--- src/rtl/icache_pkg.sv ---
// Shared types and address-split width helpers for the instruction cache.
package icache_pkg;

  typedef enum logic {
    IDLE = 1'b0,
    FILL = 1'b1
  } fillState_t;

  localparam int unsigned WORD_BITS     = 32;
  localparam int unsigned BYTE_OFF_BITS = 2;

  function automatic int unsigned offsetBits(input int unsigned wordsPerLine);
    return unsigned'($clog2(wordsPerLine));
  endfunction

  function automatic int unsigned indexBits(input int unsigned lineCount);
    return unsigned'($clog2(lineCount));
  endfunction

  function automatic int unsigned tagBits(input int unsigned bitCount,
                                          input int unsigned lineCount,
                                          input int unsigned wordsPerLine);
    return bitCount - BYTE_OFF_BITS - offsetBits(wordsPerLine) - indexBits(lineCount);
  endfunction

  // Zero-width fields (one word per line) still need a 1-bit carrier.
  function automatic int unsigned safeWidth(input int unsigned w);
    return (w == 0) ? 1 : w;
  endfunction

endpackage

--- src/rtl/icache_refill_fsm.sv ---
// Line refill sequencer: state, word counter, latched line address, pending
// flush and the request/valid handshake to the backing store.
module icache_refill_fsm
  import icache_pkg::*;
#(
  parameter int unsigned BIT_COUNT      = 32,
  parameter int unsigned LINE_COUNT     = 16,
  parameter int unsigned WORDS_PER_LINE = 4,
  localparam int unsigned IDX_W  = indexBits(LINE_COUNT),
  localparam int unsigned WORD_W = safeWidth(offsetBits(WORDS_PER_LINE))
) (
  input  logic                 clk,
  input  logic                 reset,
  input  logic                 lookupHit,
  input  logic [BIT_COUNT-1:0] lineBase,
  input  logic [IDX_W-1:0]     lineIndex,
  input  logic                 Flush,
  input  logic                 MemValid,
  output logic                 isIdle_c,
  output logic                 startFill_c,
  output logic                 wordWe_c,
  output logic                 fillDone_c,
  output logic                 clearAll_c,
  output logic [WORD_W-1:0]    wordIdx,
  output logic [IDX_W-1:0]     fillIndex,
  output logic [BIT_COUNT-1:0] fillBase,
  output logic                 MemReq,
  output logic [BIT_COUNT-1:0] MemAdr
);

  localparam logic [WORD_W-1:0] LAST_WORD = WORD_W'(WORDS_PER_LINE - 1);

  fillState_t           state;
  fillState_t           nextState;
  logic [WORD_W-1:0]    cntQ;
  logic [IDX_W-1:0]     idxQ;
  logic [BIT_COUNT-1:0] baseQ;
  logic                 pendQ;

  assign isIdle_c  = (state == IDLE);
  assign wordIdx   = cntQ;
  assign fillIndex = idxQ;
  assign fillBase  = baseQ;

  // Next state and per-cycle array strobes.
  always_comb begin
    nextState   = state;
    startFill_c = 1'b0;
    wordWe_c    = 1'b0;
    fillDone_c  = 1'b0;
    clearAll_c  = 1'b0;
    case (state)
      IDLE: begin
        clearAll_c = Flush;
        if (!lookupHit) begin
          startFill_c = 1'b1;
          nextState   = FILL;
        end
      end
      FILL: begin
        if (MemValid) begin
          wordWe_c = 1'b1;
          if (cntQ == LAST_WORD) begin
            fillDone_c = 1'b1;
            clearAll_c = pendQ | Flush;
            nextState  = IDLE;
          end
        end
      end
      default: nextState = IDLE;
    endcase
  end

  // Later assignments take priority: fill completion overrides the step.
  always_ff @(posedge clk) begin
    if (reset) begin
      state  <= IDLE;
      cntQ   <= '0;
      idxQ   <= '0;
      baseQ  <= '0;
      pendQ  <= 1'b0;
      MemReq <= 1'b0;
      MemAdr <= '0;
    end else begin
      state <= nextState;
      if (startFill_c) begin
        baseQ  <= lineBase;
        idxQ   <= lineIndex;
        cntQ   <= '0;
        pendQ  <= 1'b0;
        MemReq <= 1'b1;
        MemAdr <= lineBase;
      end
      if ((state == FILL) && Flush) begin
        pendQ <= 1'b1;
      end
      if (wordWe_c) begin
        cntQ   <= cntQ + WORD_W'(1);
        MemAdr <= MemAdr + BIT_COUNT'(4);
      end
      if (fillDone_c) begin
        cntQ   <= '0;
        pendQ  <= 1'b0;
        MemReq <= 1'b0;
        MemAdr <= '0;
      end
    end
  end

endmodule

--- src/rtl/instr_cache.sv ---
// Direct-mapped read-only instruction cache with multi-cycle refill and flush.
// Optional hit/miss counters under ICACHE_PERF_COUNTERS_EN.
module instr_cache
  import icache_pkg::*;
#(
  parameter int unsigned BIT_COUNT      = 32,
  parameter int unsigned LINE_COUNT     = 16,
  parameter int unsigned WORDS_PER_LINE = 4
) (
  input  logic                 clk,
  input  logic                 reset,
  input  logic [BIT_COUNT-1:0] PC,
  output logic [31:0]          Instr,
  output logic                 FetchStall,
  input  logic                 Flush,
  output logic                 MemReq,
  output logic [BIT_COUNT-1:0] MemAdr,
  input  logic                 MemValid,
  input  logic [31:0]          MemData
`ifdef ICACHE_PERF_COUNTERS_EN
  ,
  output logic [31:0]          HitCount,
  output logic [31:0]          MissCount
`endif
);

  localparam int unsigned OFF_BITS = offsetBits(WORDS_PER_LINE);
  localparam int unsigned IDX_W    = indexBits(LINE_COUNT);
  localparam int unsigned WORD_W   = safeWidth(OFF_BITS);
  localparam int unsigned TAG_W    = tagBits(BIT_COUNT, LINE_COUNT, WORDS_PER_LINE);
  localparam int unsigned IDX_LSB  = BYTE_OFF_BITS + OFF_BITS;
  localparam int unsigned TAG_LSB  = IDX_LSB + IDX_W;
  localparam logic [BIT_COUNT-1:0] LINE_MASK = BIT_COUNT'(WORDS_PER_LINE * 4 - 1);
  localparam logic [BIT_COUNT-1:0] WORD_MASK = BIT_COUNT'(WORDS_PER_LINE - 1);

  logic [WORD_BITS-1:0] dataMem [LINE_COUNT][WORDS_PER_LINE];
  logic [TAG_W-1:0]     tagMem  [LINE_COUNT];
  logic [LINE_COUNT-1:0] validBits;

  logic [IDX_W-1:0]     pcIndex;
  logic [WORD_W-1:0]    pcWord;
  logic [TAG_W-1:0]     pcTag;
  logic [BIT_COUNT-1:0] pcBase;
  logic                 lookupHit;
  logic                 hit;

  logic                 isIdle;
  logic                 startFill;
  logic                 wordWe;
  logic                 fillDone;
  logic                 clearAll;
  logic [WORD_W-1:0]    wordIdx;
  logic [IDX_W-1:0]     fillIndex;
  logic [BIT_COUNT-1:0] fillBase;

  assign pcIndex = IDX_W'(PC >> IDX_LSB);
  assign pcWord  = WORD_W'((PC >> BYTE_OFF_BITS) & WORD_MASK);
  assign pcTag   = TAG_W'(PC >> TAG_LSB);
  assign pcBase  = PC & ~LINE_MASK;

  // Combinational lookup; a line under refill never hits because the FSM is busy.
  assign lookupHit  = validBits[pcIndex] && (tagMem[pcIndex] == pcTag);
  assign hit        = isIdle && lookupHit;
  assign FetchStall = ~hit;
  assign Instr      = hit ? dataMem[pcIndex][pcWord] : 32'd0;

  icache_refill_fsm #(
    .BIT_COUNT     (BIT_COUNT),
    .LINE_COUNT    (LINE_COUNT),
    .WORDS_PER_LINE(WORDS_PER_LINE)
  ) u_refill (
    .clk        (clk),
    .reset      (reset),
    .lookupHit  (lookupHit),
    .lineBase   (pcBase),
    .lineIndex  (pcIndex),
    .Flush      (Flush),
    .MemValid   (MemValid),
    .isIdle_c   (isIdle),
    .startFill_c(startFill),
    .wordWe_c   (wordWe),
    .fillDone_c (fillDone),
    .clearAll_c (clearAll),
    .wordIdx    (wordIdx),
    .fillIndex  (fillIndex),
    .fillBase   (fillBase),
    .MemReq     (MemReq),
    .MemAdr     (MemAdr)
  );

  always_ff @(posedge clk) begin
    if (wordWe) begin
      dataMem[fillIndex][wordIdx] <= MemData;
    end
    if (fillDone) begin
      tagMem[fillIndex] <= TAG_W'(fillBase >> TAG_LSB);
    end
  end

  // A line is dropped as soon as its refill starts so a partial fill never hits.
  always_ff @(posedge clk) begin
    if (reset) begin
      validBits <= '0;
    end else if (clearAll) begin
      validBits <= '0;
    end else if (fillDone) begin
      validBits[fillIndex] <= 1'b1;
    end else if (startFill) begin
      validBits[pcIndex] <= 1'b0;
    end
  end

`ifdef ICACHE_PERF_COUNTERS_EN
  always_ff @(posedge clk) begin
    if (reset) begin
      HitCount  <= '0;
      MissCount <= '0;
    end else begin
      if (hit && (HitCount != '1)) begin
        HitCount <= HitCount + 32'd1;
      end
      if (startFill && (MissCount != '1)) begin
        MissCount <= MissCount + 32'd1;
      end
    end
  end
`endif

endmodule

--- config.mk ---
export PLATFORM = sky130hd
export DESIGN_NAME = instr_cache
export DESIGN_NICKNAME = d
export VERILOG_FILES = /design/src/rtl/icache_pkg.sv /design/src/rtl/icache_refill_fsm.sv /design/src/rtl/instr_cache.sv
export SDC_FILE = /design/constraint.sdc
export NUM_CORES = 2
export LEC_CHECK = 0
export CAP_MARGIN = 0
export CORE_ASPECT_RATIO = 1.2
export CORE_MARGIN = 8
export CORE_UTILIZATION = 30
export CTS_CLUSTER_DIAMETER = 100
export DETAILED_ROUTE_END_ITERATION = 8
export PLACE_DENSITY = 0.52
export SLEW_MARGIN = 15
export SYNTH_ARGS = -nofsm -noshare
export SYNTH_HDL_FRONTEND = slang
export SYNTH_SLANG_ARGS = --single-unit
--- constraint.sdc ---
create_clock -name clk -period 11 [get_ports clk]
set_clock_uncertainty 0.15 [all_clocks]
set_input_delay 2.2 -clock clk [delete_from_list [all_inputs] [get_ports clk]]
set_output_delay 2.2 -clock clk [all_outputs]
set_load 0.03 [all_outputs]
# Yosys cells after proc, flatten, opt, wreduce, memory -nomap -nowiden
# Memory sizes are Yosys's and may differ from the RTL's.
# Cells that the tools add are included.
[word_totals]
ff_bits = 85
mem_bits_rw = 2432
out_inout_bits = 66
elab_cells = 77
mem_count = 2
[memory_table]
columns = ["memory", "words", "word_bits", "rd", "rd_ports_with_merged_regs", "write_ports", "line", "text"]
rows = [
  ["dataMem", 16, 128, 1, 0, 1, "instr_cache.sv:36", "logic [WORD_BITS-1:0] dataMem [LINE_COUNT][WORDS_PER_LINE];"],
  ["tagMem", 16, 24, 1, 0, 1, "instr_cache.sv:37", "logic [TAG_W-1:0] tagMem [LINE_COUNT];"],
]
[op_classes]
addsub = 2
magnitude_cmp = 7
n_eq_ne = 2
muxes = 37
bitwise_logic = 8
reduce_logical = 11
[op_table]
columns = ["cell", "count"]
rows = [
  ["$mux W32", 6],
  ["$mux W128", 1],
  ["$bmux W32 S2", 1],
  ["$demux W32 S2", 1],
  ["$add A32 B3 Y32 const B", 1],
  ["$mux W16", 2],
  ["$eq A24 B24 Y1", 1],
  ["$mux W1", 19],
  ["$and A16 B16 Y16", 1],
  ["$not A16 Y16", 1],
  ["$or A16 B16 Y16", 1],
  ["$lt A4 B5 Y1 const B", 2],
  ["$demux W1 S4", 2],
  ["$ge A4 B1 Y1 const B", 2],
  ["$ge A3 B3 Y1 const B", 2],
  ["$logic_and A1 B1 Y1", 6],
  ["$not A2 Y3", 2],
  ["$reduce_bool A2 Y1", 3],
  ["$bmux W1 S4", 1],
  ["$mux W2", 2],
  ["$pmux W1 S2", 2],
  ["$reduce_or A2 Y1", 2],
  ["$lt A3 B1 Y1 const B", 1],
  ["$add A2 B1 Y2 const B", 1],
  ["3 further kinds", 4],
]

# Logic depth before layout (Yosys ltp)
[depth]
ltp_word = 8
ltp_mapped = 16
depth_no_buf = 10

# Hierarchy
# Synthesis repeated with hierarchy kept, for this count alone.
[hier_totals]
cells_unflattened = 4831
hier_area_um2 = 97669.9
[by_module_without_submodules]
columns = ["mod", "instances", "cells_each", "area_each_um2", "seq_area_each_um2"]
rows = [
  ["instr_cache", 1, 4437, 94529.4, 73350.3],
  ["icache_refill_fsm", 1, 394, 3140.5, 1461.4],
]

# Worst setup path after synthesis
# OpenSTA, ideal clock, no wires.
[synth_timing]
kind = "input to output"
start = "input port PC[4]"
end = "output port Instr[23]"
t_arrival_ns = 5.412
setup_slack_ns = 3.238
path_stages = 9
n_path_buf = 5
cell_sequence = "buf_2 buf_4 buf_2 clkbuf_1 buf_1 mux4_2 mux4_2 mux4_2 nor2b_1"
[synth_between]
elab_chain_cells = 5
[synth_rtl]
columns = ["element", "line", "text"]
rows = [
  ["from (decl)", "instr_cache.sv:12", "input logic [BIT_COUNT-1:0] PC,"],
  ["$mem_v2 Z16 W24 (tied with other cells)", "-", ""],
  ["$eq A24 B24 Y1 (tied with other cells)", "instr_cache.sv:62", "assign lookupHit = validBits[pcIndex] && (tagMem[pcIndex] == pcTag);"],
  ["$logic_and A1 B1 Y1 / $mux W32 (equally long branches)", "instr_cache.sv:62, instr_cache.sv:65", ""],
  ["$logic_and A1 B1 Y1 / $mux W32 (equally long branches)", "instr_cache.sv:63, instr_cache.sv:65", ""],
  ["$mux W32 *", "instr_cache.sv:65", "assign Instr = hit ? dataMem[pcIndex][pcWord] : 32'd0;"],
  ["to (decl)", "instr_cache.sv:13", "output logic [31:0] Instr,"],
]
# Every way passes the cells marked *; elsewhere a longest branch is shown, timed or not. The select of a mux whose other input is x is not followed.

# Worst setup path in the final report
[layout_timing]
start = "input port PC[7]"
end = "output port Instr[3]"
# The elaborated chain is that of the path after synthesis.

==> metrics <==
first-pass GRT wire length=376100 um; initial antenna violation count=29; Clock Latency Late Sink=0.91 ns; placed inst area=0.1041 mm2; area leader, netlist=edfxtp_1; Post-Layout Cell Count=9060; Root Driver=clkbuf_16; CTS Hold Bufs=0; Detail Placement HPWL=142000 um; Die Width=535.0 um; Reg area=0.07461 mm2; Max clock buf depth=4; CTS Buf Count=284; pin slew with the least headroom to its limit=1.174 ns; nature of the critical path endpoint=output port; LEAKAGE=34.34 nW; CTS tree=done; share of cells above drive strength 1=28.65%; Primary FF master, synth=edfxtp_1; Post-synth EDFFs=2432; setup TNS=0 ns; H-tree depth=5; CP Data Required Time=8.65 ns; drt wl/cell=29.81 um; Post-Synthesis Cells=4257; Area contributors post-synth=edfxtp_1 75%, mux4_2 17%, dfxtp_1 1.6%; synth cell count leaders=2432 x edfxtp_1, 722 x mux4_2, 132 x clkbuf_1; hold_ws=0.3396 ns; Synthesis Warnings=0; Worst Path Arrival=7.07 ns; most frequent cell after synthesis=edfxtp_1; Final Critical Period=9.416 ns; Die Y=638.8 um; core box area=0.3215 mm2; Hold WC Path Type=reg -> reg; row count=228; Final Hold Fails=0; Layout Nets=4651; placed insts=8547; vias in the first global route=47595; post-route ant nets=0; pre-CTS setup slack=1.620 ns; routed vias=47037; cts repair resizes=0; Crit-path slowest cell=or4b_4; GR Overflow Total=0; area of the mapped netlist=0.09698 mm2; CP cell instances=buf_4 -> buf_4 -> buf_4 -> mux2i_1 -> a22o_1 -> o21ai_1 -> nand4_1 -> o41ai_2 -> nand2_1 -> or4b_4 -> nor2b_1 -> clkdlybuf4s50_1; DRC violations left=0; startpoint types=primary input; CP most frequent cell=buf_4; synthesized area per cell=22.78 um2; gpl congestion=0.7834; Final period util=85.60%; RSZ-0062 raised after global routing=no; post-synthesis async set-or-reset flop share=0%; Peak supply drop=0.0001659 V; Reg clk slew, reported paths=0.06 ns; Detailed Route Iter0 Violations=5134; area grow syn2layout=16.25%; Power Density=180.2 mW/mm2; Synth Register Bits=2511; 1st-pass router iterations=5; Multi-input gate area=0.02188 mm2; final wirelength=270000 um; Overall Power=20.32 mW; achievable frequency=106.2 MHz; Vias/cell=5.192; post-synth top area share=75.30%; final max-slew violation count=0; Seq/Total Area, Yosys=76.93%; Port Buffers=129; largest fanout on the critical path=37; Final setup viols=0; Unique masters post-synth=77; clock sink count=2511; Initial Util=30.17%; Critical Path Max Stage Delay=0.83 ns; final worst setup slack=1.584 ns; gr usage total=15.41%; fin area=0.1127 mm2; Crit Path Category=in -> out; largest net degree at the start of global routing=133; status=complete, no violations; final core occ=35.07%; total die area=0.3418 mm2; post-CTS setup buffer count=0; Max-Cap Viols=0; Filler cells=29635; Top delay family on crit path=buffers and inverters; Max-Slew Margin vs Limit=21.70%; I/O pin count=134; crit path buf inv count=4
## cells in the final DEF (no fill, tap or decap), types with 16 or more instances in the layout
master              n
edfxtp_1         2432
mux4_2            722
clkbuf_16         289
buf_4             126
mux2i_1           118
nand2_1           108
clkdlybuf4s50_1    91
nor2_4             80
dfxtp_1            79
clkbuf_1           63
a21oi_1            62
clkinv_1           53
nor2b_1            41
clkinv_2           39
diode_2            37
nor2_1             37
nand3_1            34
a22oi_1            33
buf_2              32
o21ai_0            29
a31oi_1            22
inv_1              17
nand4_1            17
bufinv_16          16
## worst min-delay path: stages (launching register included)
cell and delay [ns]:
dfxtp_1 0.34, nor2_1 0.05, nor2_1 0.07
## layout make-up
class / count / share of cell area [%]
inverter: 19 / 0.06992
timing repair buffer: 261 / 1.989
clock buffer: 357 / 6.685
multi-input combinational: 1501 / 19.41
antenna: 37 / 0.08213
tap: 4255 / 4.722
clock inverter: 119 / 0.8601
sequential: 2511 / 66.18
## worst paths after layout
path	end	slack [ns]	depth (start not counted)	from
worst max-delay path	Instr[3]	1.58	12	PC[7]
worst min-delay path	u_refill.MemReq	0.34	2	u_refill.MemReq
worst max register to register	u_refill.fillBase[23]	6.52	10	tagMem[3][20]
worst min register to register	u_refill.MemReq	0.34	2	u_refill.MemReq
## sequential cells by signal, indices dropped and copies added, names as in the netlist, 2 cells and up
name and cells:
tagMem 384, u_refill.wordIdx 2, dataMem 2048, u_refill.MemAdr 30, u_refill.fillBase 25, u_refill.fillIndex 3
validBits 16
## where the power goes
| group | internal, mW | leakage, nW | switching (mW) |
|---|---|---|---|
| clock | 5.19 | 4.16 | 3.64 |
| combinational | 0.379 | 7.76 | 0.560 |
| sequential | 10.5 | 22.4 | 0.0351 |
## cell families (layout without fill, tap and decap cells)
kind of cell    after synthesis  count (layout)  share of synthesized area (%)
xor+xnor                     21              21                         0.1897
flops                      2511            2511                          76.93
compound gates              236             236                          1.650
buf+inv                     246             756                          1.139
mux                         852             852                          18.13
other cells                   1              39                       0.003867
fa+ha+maj                     5               5                        0.06451
simple gates                385             385                          1.891
## routing by layer
metal	share of wire, %	track usage [%]	routed length, um	vias up
met5	0.0085	0	23	-
met4	2.8	4.373	7498	4
met3	6.2	2.630	16760	440
met2	49	25.46	131700	1664
met1	42	21.05	114100	26087
li1	-	-	-	18842
(Power assumes the default switching activity.)
==> patch, RTL diff (config.mk and constraints unchanged) <==
`BIT_COUNT` is set to 32 in 2 places; all go to 48.
--- a/src/rtl/icache_refill_fsm.sv
+++ b/src/rtl/icache_refill_fsm.sv
@@ -4,5 +4,5 @@
   import icache_pkg::*;
 #(
-  parameter int unsigned BIT_COUNT      = 32,
+  parameter int unsigned BIT_COUNT      = 48,
   parameter int unsigned LINE_COUNT     = 16,
   parameter int unsigned WORDS_PER_LINE = 4,
--- a/src/rtl/instr_cache.sv
+++ b/src/rtl/instr_cache.sv
@@ -4,5 +4,5 @@
   import icache_pkg::*;
 #(
-  parameter int unsigned BIT_COUNT      = 32,
+  parameter int unsigned BIT_COUNT      = 48,
   parameter int unsigned LINE_COUNT     = 16,
   parameter int unsigned WORDS_PER_LINE = 4
Ports: changed (resized MemAdr and PC); port bits go from 134 to 166. No check against the original RTL was run, so the function may have changed too.
==> patch against the unedited design <==
  * Area after synthesis grew 12%
  * Highest routed layer unchanged
  * Sequential power up 11%
  * Total power grew 13%
  * Cell area is 12% higher
  * Setup slack got worse by 43 ps
  * Critical path type unchanged
  * Sequential cell count grew 288
  * Wire length is 7.2% higher
  * Critical endpoint is now Instr[15]
  * Largest cell class unchanged
  * Utilization is essentially flat
  * Hold slack better by 11 ps
==> patch: results <==
[detailed_routing]
routed_wl_mm = 289.4
vias_per_cell = 5.099
drt-pass1-iter-count = 5
first_iter_violations = 4670

[placement]
place_hpwl_mm = 158.7
io_buffers = 161
dp.cells = 9619
place_congestion = 0.7969

[setup_path]
rrSetupSlack_ps = 6330
ff2ff_path_depth = 10
cp_data_arrival_time_ps = 7110
timing.rr.start = "tagMem[7][1]"
worstPathMaxFanout = 69
r2r-end = "u_refill.MemAdr[47]"

[hold_path]
min_to = "u_refill.MemReq"
hold_depth = 2
hp-start = "u_refill.MemReq"
min_path_type = "reg2reg"

[cells_and_area]
stdcell_count = 10170
drive_above_1_share_pct = 28.33
top_regs = "dataMem: 2048 flops, tagMem: 640 flops, u_refill.MemAdr: 46 flops"
fin_nets = 5257

[synth]
synth_async_sr_flop_share_pct = 0
synth.distinct_cells = 75
synth_edf_count = 2688
seq_area_frac_synth_pct = 76.43
ys_warn_count = 0
synth_commonest_cells = "edfxtp_1, mux4_2, nor2_1, mux2i_1, clkbuf_1"
ys_top_cells_by_area = "edfxtp_1, mux4_2, dfxtp_1, mux2i_1, nor2_1"
syn_avg_cell_area_um2 = 22.53

[timing]
finalCritPeriodShare_pct = 85.98
slew_headroom_pct = 20.02
holdWs_ps = 350.6
final_max_slew_viol_count = 0

[cts]
clk_latency_ps = 870
numCtsBuffers = 302
clk_pin_slew_ps = 60
post_cts_buffers = 0
cts-root-buf = "clkbuf_16"
cts_resized = 0
htree_num_levels = 5
clockBufferDepth = 4

[pwr]
ir_drop_mv = 0.1092
p_leak_nw = 38.75
p_int_mw = 17.98

[global_routing]
grt_pass1_vias = 54200
grt_util_all_layers_pct = 14.83
antenna_found_initial = 40
grt_first_pass_wirelength_mm = 410.2
grt_max_degree = 138

[outcome]
outcome = "finished clean"

[job]
cap_violations = 0
==> patch: cell count changes in the layout (fill, tap and decap cells not counted), sizes merged, moves of 25 or more <==
cell    delta
edfxtp   +256
mux4      +88
nor2      +41
and2      +32
dfxtp     +32
nor2b     -30
diode     -29
clkinv    +27
buf       +25
==> patch: cells by family after synthesis <==
family | after synthesis | share of synthesized area, %
buffers and inverters | 283 | 1.261
multiplexers | 956 | 18.16
AND/OR/NAND/NOR | 451 | 1.977
XOR/XNOR | 57 | 0.4601
adder cells (fa/ha/maj) | 5 | 0.05765
other | 1 | 0.003456
AO/OA/AOI/OAI | 265 | 1.645
flip-flops | 2799 | 76.43
==> patch: power groups by stage <==
stage	sequential (mW)	clock, mW	combinational [mW]
final	11.8	9.99	1.11
after global routing	11.8	10.6	1.17
after CTS	11.8	10.2	1.13
after detailed placement	12.0	0	1.12
after global placement	12.0	0	1.11
after floorplan	12.0	0	0.614
==> patch: area by class of cell <==
type                    count  area (µm²)
fillers                 33380      234500
flip-flops and latches   2799       82940
multi-input cells        1736       24860
clock buffers             380        8133
well taps                4758        5953
repair buffers            307        2814
clock inverters           163        1614
inverters                  22       90.09
diodes                      8       20.02
==> patch: how the worst max path moves through the flow <==
stage / from / to / slack [ps] / depth (start not counted)
final: PC[7] / Instr[15] / 1540 / 11
after global routing: PC[5] / Instr[8] / 1240 / 11
after CTS: PC[5] / Instr[15] / 1510 / 11
after detailed placement: PC[5] / Instr[15] / 1520 / 11
after global placement: PC[5] / Instr[15] / 1530 / 11
after floorplan: PC[5] / Instr[0] / 3100 / 13
==> patch: stage by stage <==
step,area (µm²),setup slack (ps),utilization [%]
5_1_grt,126400,1244,35.02
6_report,126400,1542,35.03
3_3_place_gp,116600,1534,32.30
3_5_place_dp,116600,1515,32.30
4_1_cts,126300,1505,35.00
2_1_floorplan,108500,3099,-
==> patch: per-layer routing <==
metal	vias to the layer above	global-route usage [%]	routed length, µm
met5	-	0	91
met4	14	2.726	5154
met3	372	2.982	19270
met2	1680	25.26	143700
li1	21240	-	-
met1	28560	19.89	121200
==> patch: critical path, cell delays in order <==
cell	delay (ps)
buf_6	600
buf_4	510
mux4_2	380
mux4_2	520
xor2_1	180
a2111oi_2	330
nand4_1	550
nor4_4	310
buf_4	470
and2_1	220
clkdlybuf4s50_1	680
